[config.mk]
export PLATFORM = sky130hd
export DESIGN_NAME = capture_readout
export DESIGN_NICKNAME = d
export VERILOG_FILES = /design/src/rtl/logic_analyzer_pkg.sv /design/src/rtl/capture_readout.sv
export SDC_FILE = /design/constraint.sdc
export NUM_CORES = 1
export LEC_CHECK = 0
export BUFFER_PORTS_ARGS = -buffer_cell sky130_fd_sc_hd__clkbuf_2
export CAP_MARGIN = 40
export CORE_ASPECT_RATIO = 1.5
export CORE_MARGIN = 5
export CORE_UTILIZATION = 45
export DETAILED_ROUTE_END_ITERATION = 6
export PLACE_DENSITY = 0.74
export REMOVE_ABC_BUFFERS = 1
export SLEW_MARGIN = 20
export SYNTH_ARGS = -nofsm -noshare
export SYNTH_HDL_FRONTEND = slang
export SYNTH_SLANG_ARGS = --single-unit
[constraint.sdc]
create_clock -name clk -period 2.3 [get_ports clk]
set_input_delay 0.46 -clock clk [delete_from_list [all_inputs] [get_ports clk]]
set_output_delay 0.46 -clock clk [all_outputs]
set_load 0.05 [all_outputs]
[src/rtl/logic_analyzer_pkg.sv]
// rtl/logic_analyzer_pkg.sv - shared types and constants for the logic analyzer capture path
package logic_analyzer_pkg;

   localparam int DEF_ADDR_W = 18;
   localparam int DEF_DATA_W = 8;

   localparam int STAT_BUSY      = 0;
   localparam int STAT_DONE      = 1;
   localparam int STAT_ABORT     = 2;
   localparam int STAT_COUNT_LSB = 13;

   typedef enum logic [2:0] {
      S_IDLE,
      S_FETCH,
      S_WAIT,
      S_SEND,
      S_CKSUM,
      S_FINISH
   } state_t;

endpackage

[src/rtl/capture_readout.sv]
// rtl/capture_readout.sv - streams captured BRAM samples out over a valid/ready byte stream
// Optional trailing XOR checksum beat: define CAPTURE_READOUT_CKSUM_EN.
module capture_readout
   import logic_analyzer_pkg::*;
#(
   parameter int ADDR_W      = DEF_ADDR_W,
   parameter int DATA_W      = DEF_DATA_W,
   parameter int RAM_LATENCY = 1
) (
   input  logic              clk,
   input  logic              reset,
   input  logic              start,
   input  logic              abort,
   input  logic [ADDR_W-1:0] start_addr,
   input  logic [ADDR_W:0]   num_samples,
   output logic              ram_en,
   output logic [ADDR_W-1:0] ram_addr,
   input  logic [DATA_W-1:0] ram_din,
   output logic [DATA_W-1:0] tx_data,
   output logic              tx_valid,
   input  logic              tx_ready,
   output logic              tx_last,
   output logic [31:0]       status
);

   localparam logic [1:0]    LAT  = 2'(RAM_LATENCY);
   localparam logic [ADDR_W:0] ONE = (ADDR_W+1)'(1);
   localparam logic [ADDR_W:0] ZERO = '0;

   state_t            state;
   logic [ADDR_W-1:0] addr;
   logic [ADDR_W:0]   remaining;
   logic [ADDR_W:0]   count;
   logic [1:0]        lat_cnt;
   logic              busy;
   logic              done;
   logic              aborted;
`ifdef CAPTURE_READOUT_CKSUM_EN
   logic [DATA_W-1:0] cksum;
`endif

   logic tx_xfer;
   assign tx_xfer = tx_valid && tx_ready;

   always_comb begin
      status = '0;
      status[STAT_BUSY]  = busy;
      status[STAT_DONE]  = done;
      status[STAT_ABORT] = aborted;
      status[STAT_COUNT_LSB +: ADDR_W+1] = count;
   end

   always_ff @(posedge clk) begin
      if (reset) begin
         state     <= S_IDLE;
         addr      <= '0;
         remaining <= '0;
         count     <= '0;
         lat_cnt   <= '0;
         busy      <= 1'b0;
         done      <= 1'b0;
         aborted   <= 1'b0;
         ram_en    <= 1'b0;
         ram_addr  <= '0;
         tx_data   <= '0;
         tx_valid  <= 1'b0;
         tx_last   <= 1'b0;
`ifdef CAPTURE_READOUT_CKSUM_EN
         cksum     <= '0;
`endif
      end else if (abort && state != S_IDLE) begin
         state    <= S_IDLE;
         ram_en   <= 1'b0;
         tx_valid <= 1'b0;
         tx_last  <= 1'b0;
         busy     <= 1'b0;
         aborted  <= 1'b1;
         // A sample beat completing in the abort cycle still reached the host.
         if (state == S_SEND && tx_xfer)
            count <= count + ONE;
      end else begin
         case (state)
            S_IDLE: begin
               if (start && !abort) begin
                  addr      <= start_addr;
                  remaining <= num_samples;
                  count     <= '0;
                  done      <= 1'b0;
                  aborted   <= 1'b0;
                  busy      <= 1'b1;
`ifdef CAPTURE_READOUT_CKSUM_EN
                  cksum     <= '0;
`endif
                  if (num_samples == ZERO) begin
`ifdef CAPTURE_READOUT_CKSUM_EN
                     state <= S_CKSUM;
`else
                     state <= S_FINISH;
`endif
                  end else begin
                     ram_en   <= 1'b1;
                     ram_addr <= start_addr;
                     state    <= S_FETCH;
                  end
               end
            end
            S_FETCH: begin
               ram_en  <= 1'b0;
               lat_cnt <= 2'd1;
               state   <= S_WAIT;
            end
            S_WAIT: begin
               if (lat_cnt == LAT) begin
                  tx_data  <= ram_din;
                  tx_valid <= 1'b1;
`ifdef CAPTURE_READOUT_CKSUM_EN
                  tx_last  <= 1'b0;
`else
                  tx_last  <= (remaining == ONE);
`endif
                  state    <= S_SEND;
               end else begin
                  lat_cnt <= lat_cnt + 2'd1;
               end
            end
            S_SEND: begin
               if (tx_xfer) begin
                  tx_valid  <= 1'b0;
                  tx_last   <= 1'b0;
                  addr      <= addr + 1'b1;
                  remaining <= remaining - ONE;
                  count     <= count + ONE;
`ifdef CAPTURE_READOUT_CKSUM_EN
                  cksum     <= cksum ^ tx_data;
`endif
                  if (remaining > ONE) begin
                     // Next fetch issues immediately so a byte leaves every RAM_LATENCY+2 cycles.
                     ram_en   <= 1'b1;
                     ram_addr <= addr + 1'b1;
                     state    <= S_FETCH;
                  end else begin
`ifdef CAPTURE_READOUT_CKSUM_EN
                     state <= S_CKSUM;
`else
                     state <= S_FINISH;
`endif
                  end
               end
            end
`ifdef CAPTURE_READOUT_CKSUM_EN
            S_CKSUM: begin
               if (!tx_valid) begin
                  tx_data  <= cksum;
                  tx_valid <= 1'b1;
                  tx_last  <= 1'b1;
               end else if (tx_ready) begin
                  tx_valid <= 1'b0;
                  tx_last  <= 1'b0;
                  state    <= S_FINISH;
               end
            end
`endif
            S_FINISH: begin
               busy  <= 1'b0;
               done  <= 1'b1;
               state <= S_IDLE;
            end
            default: state <= S_IDLE;
         endcase
      end
   end

endmodule
==> flow_summary_export.csv <==
group,metric,value,unit
synth,netlist.area_leader.share,35.8,%
timing,fin_tns_setup,0,ns
critical_path,slowest_delay,0.61,ns
routing,vias_per_cell,5.75,
cts,clockBufferDepth,2,
synth,netlist_area,5200,sq um
placed_design,portBuffers,100,
placed_design,dpl-instance-area,5880,sq um
routing,avgRoutedWirePerCell,15.9,um
routing,ant_nets,0,
cts,htree_levels,3,
layout,area_growth,19.0,%
job,maxCapViolations,0,
timing,setup_viol,0,
layout,final_cells,906,
cts,numCtsBuffers,9,
timing,fmax,0.471,GHz
timing,post-route-period-util,92.3,%
power,peakVddDrop,0.000377,V
synth,synth_edf_count,0,
placed_design,place_congestion,0.917,
critical_path,path_delay_family,"simple AND/OR/NAND/NOR gates",
synth,ys_async_sr_fraction,0,%
timing,finalHoldViolCount,0,
run_status,status,"finished, final reports clean",
floorplan,dieArea,13900,sq um
grt,antenna_found_initial,0,
grt,overflow,0,
placed_design,dp.cells,890,
synth,yosysWarnings,0,
synth,synth_cell_type_count,66,
critical_path,crit_chain,"or4_4, nor3_1, a211oi_1, a2111oi_1",
layout,layout-drive-gt1-share,22.6,%
placed_design,place_hpwl,10500,um
grt,grt_pass1_vias,5130,
timing,rsz0062_at_grt,"false",
timing,worstMarginPinSlew,0.511,ns
floorplan,die_x,97.8,um
synth,yosysSeqAreaShare,35.8,%
timing,slew_viol_final,0,
critical_path,critPathKind,"flip-flop to flip-flop",
routing,drt-pass1-iter-count,5,
critical_path,end_kind,"flip-flop",
floorplan,start_util,45.6,%
cts,cts_tree,"built",
critical_path,cp_max_fo,7,
layout,finish.instance_area,6190,sq um
cts,clkLatencyLatePin,0.34,ns
power,finalPower,3.96,mW
synth,synthFlopType,"dfxtp_1",
critical_path,crit_required,2.52,ns
timing,fin_skew,0.00630,ns
synth,synthCells,660,
routing,drcViolationCount,0,
synth,synth_top_cell_by_area,"dfxtp_1",
timing,worst_slack,0.177,ns
cts,hold_buffers,0,
floorplan,core-area,11400,sq um
cts,path_clk_slew,0.07,ns
critical_path,crit_path_top_delay_cell,"or4_4",
routing,vias,5213,
critical_path,path_buf_inv,0,
cts,cts.sinks,93,
critical_path,cp.arrival,2.34,ns
layout,nNetsFinal,806,
synth,ys_seq_elements,93,
routing,drt_iter0_drc,285,
power,p_leak,2.41,nW
layout,diodes,0,
cts,cts_resized,0,
floorplan,rows,48,
synth,syn_avg_cell_area,7.88,sq um
floorplan,ios,111,
grt,grtUsageTotal,20.4,%
layout,fillers,1097,
timing,period_minus_slack,2.12,ns
timing,relSlewSlack,65.6,%
grt,grt_pass1_wl,23600,um
hold_path,hp-class,"primary input to flip-flop",
synth,synth.area.top_cells,"dfxtp_1 36%, nand2_1 5.3%, a21oi_1 5.1%, nor2_1 4.9%, o21ai_0 3.4%",
placed_design,place_ws,0.0945,ns
routing,wirelength,14400,um
cts,root_buffer,"clkbuf_16",
grt,grt_start_max_net_pins,72,
cts,post-cts-setup-buffers,0,
critical_path,cp-start-kind,"flip-flop",
power,power.density,640,nW/um^2
floorplan,die_h,142,um
## worst paths after layout
check / cells after the start / startpoint / slack [ns] / to
setup / recovery: 4 / remaining[9] / 0.18 / remaining[17]
hold / removal: 3 / ram_din[2] / 0.33 / tx_data[2]
setup reg to reg: 4 / remaining[9] / 0.18 / remaining[17]
hold reg to reg: 2 / lat_cnt[1] / 0.46 / lat_cnt[1]
## sequential cells by signal, summed over array words and instances, names as in the netlist, 2 cells and up
name	flops
tx_data	8
ram_addr	18
addr	18
state	3
remaining	19
lat_cnt	2
count	19
## cells by family (layout without fill, tap and decap cells)
family          after synthesis  count (layout)  share of synthesized area [%]
other cells                   1              10                         0.0721
xor+xnor                     18              18                           3.03
fa+ha+maj                     5               5                           1.20
buf+inv                      67             154                           6.45
mux                          17              17                           3.49
simple gates                292             292                           29.8
flops                        93              93                           35.8
compound gates              167             167                           20.2
## report_power, final
part           total (mW)  internal (mW)  switching [mW]
combinational       0.720          0.260           0.460
sequential           1.75           1.68          0.0706
clock                1.49          0.865           0.627
## per-stage QoR
step / hold WS [ns] / util (%)
after floorplan: 0.426 / -
after global placement: 0.438 / 51.5
after detailed placement: 0.459 / 51.5
after CTS: 0.326 / 54.1
after global routing: 0.347 / 54.2
final: 0.333 / 54.2
## final cells by class
class / count / area, sq um / share of cell area [%]
timing repair buffer: 129 / 756 / 12.2
clock buffer: 11 / 243 / 3.92
multi-input combinational: 509 / 3060 / 49.4
clock inverter: 5 / 50.0 / 0.809
tap: 150 / 188 / 3.03
sequential: 93 / 1860 / 30.1
inverter: 9 / 33.8 / 0.546
## synth_stat cells, types with 12 or more instances
library cell and n:
dfxtp_1 93, nand2_1 73, nor2_1 68, a21oi_1 53, o21ai_0 35, clkbuf_1 31, nor3_1 20, nand3_1 19
nand4_1 18, or3_1 16, a211oi_1 14, mux2i_1 14, nand2b_1 14, buf_4 13, xor2_1 12
## tightest hold or removal path, stage by stage
cell and delay [ns]:
clkbuf_2 0.08, nand2_1 0.04, a21oi_1 0.05
## cell usage in the layout, fill, tap and decap left out, types with 6 or more instances in the layout
cell type  netlist  routed
clkbuf_2         0     100
dfxtp_1         93      92
nand2_1         73      73
nor2_1          68      68
a21oi_1         53      53
o21ai_0         35      35
buf_4           13      26
nor3_1          20      19
nand3_1         19      19
nand4_1         18      18
or3_1           16      15
mux2i_1         14      14
a211oi_1        14      14
nand2b_1        14      14
xor2_1          12      12
nor4_1          11      11
o31ai_1         11      11
conb_1           1      10
inv_1            9       9
a31oi_1          9       9
clkbuf_16        0       9
nor2b_1          8       8
a211o_1          8       8
and3_1           7       7
or4_1            6       6
xnor2_1          6       6
## routing by layer
layer / up-vias / wire length [um] / GRT usage (%)
met1: 2472 / 5810 / 23.4
met2: 163 / 7400 / 36.7
met4: 0 / 437 / 8.97
li1: 2548 / - / -
met3: 30 / 755 / 4.03
met5: - / 0 / 0
Power figures use the tool's default switching activity.
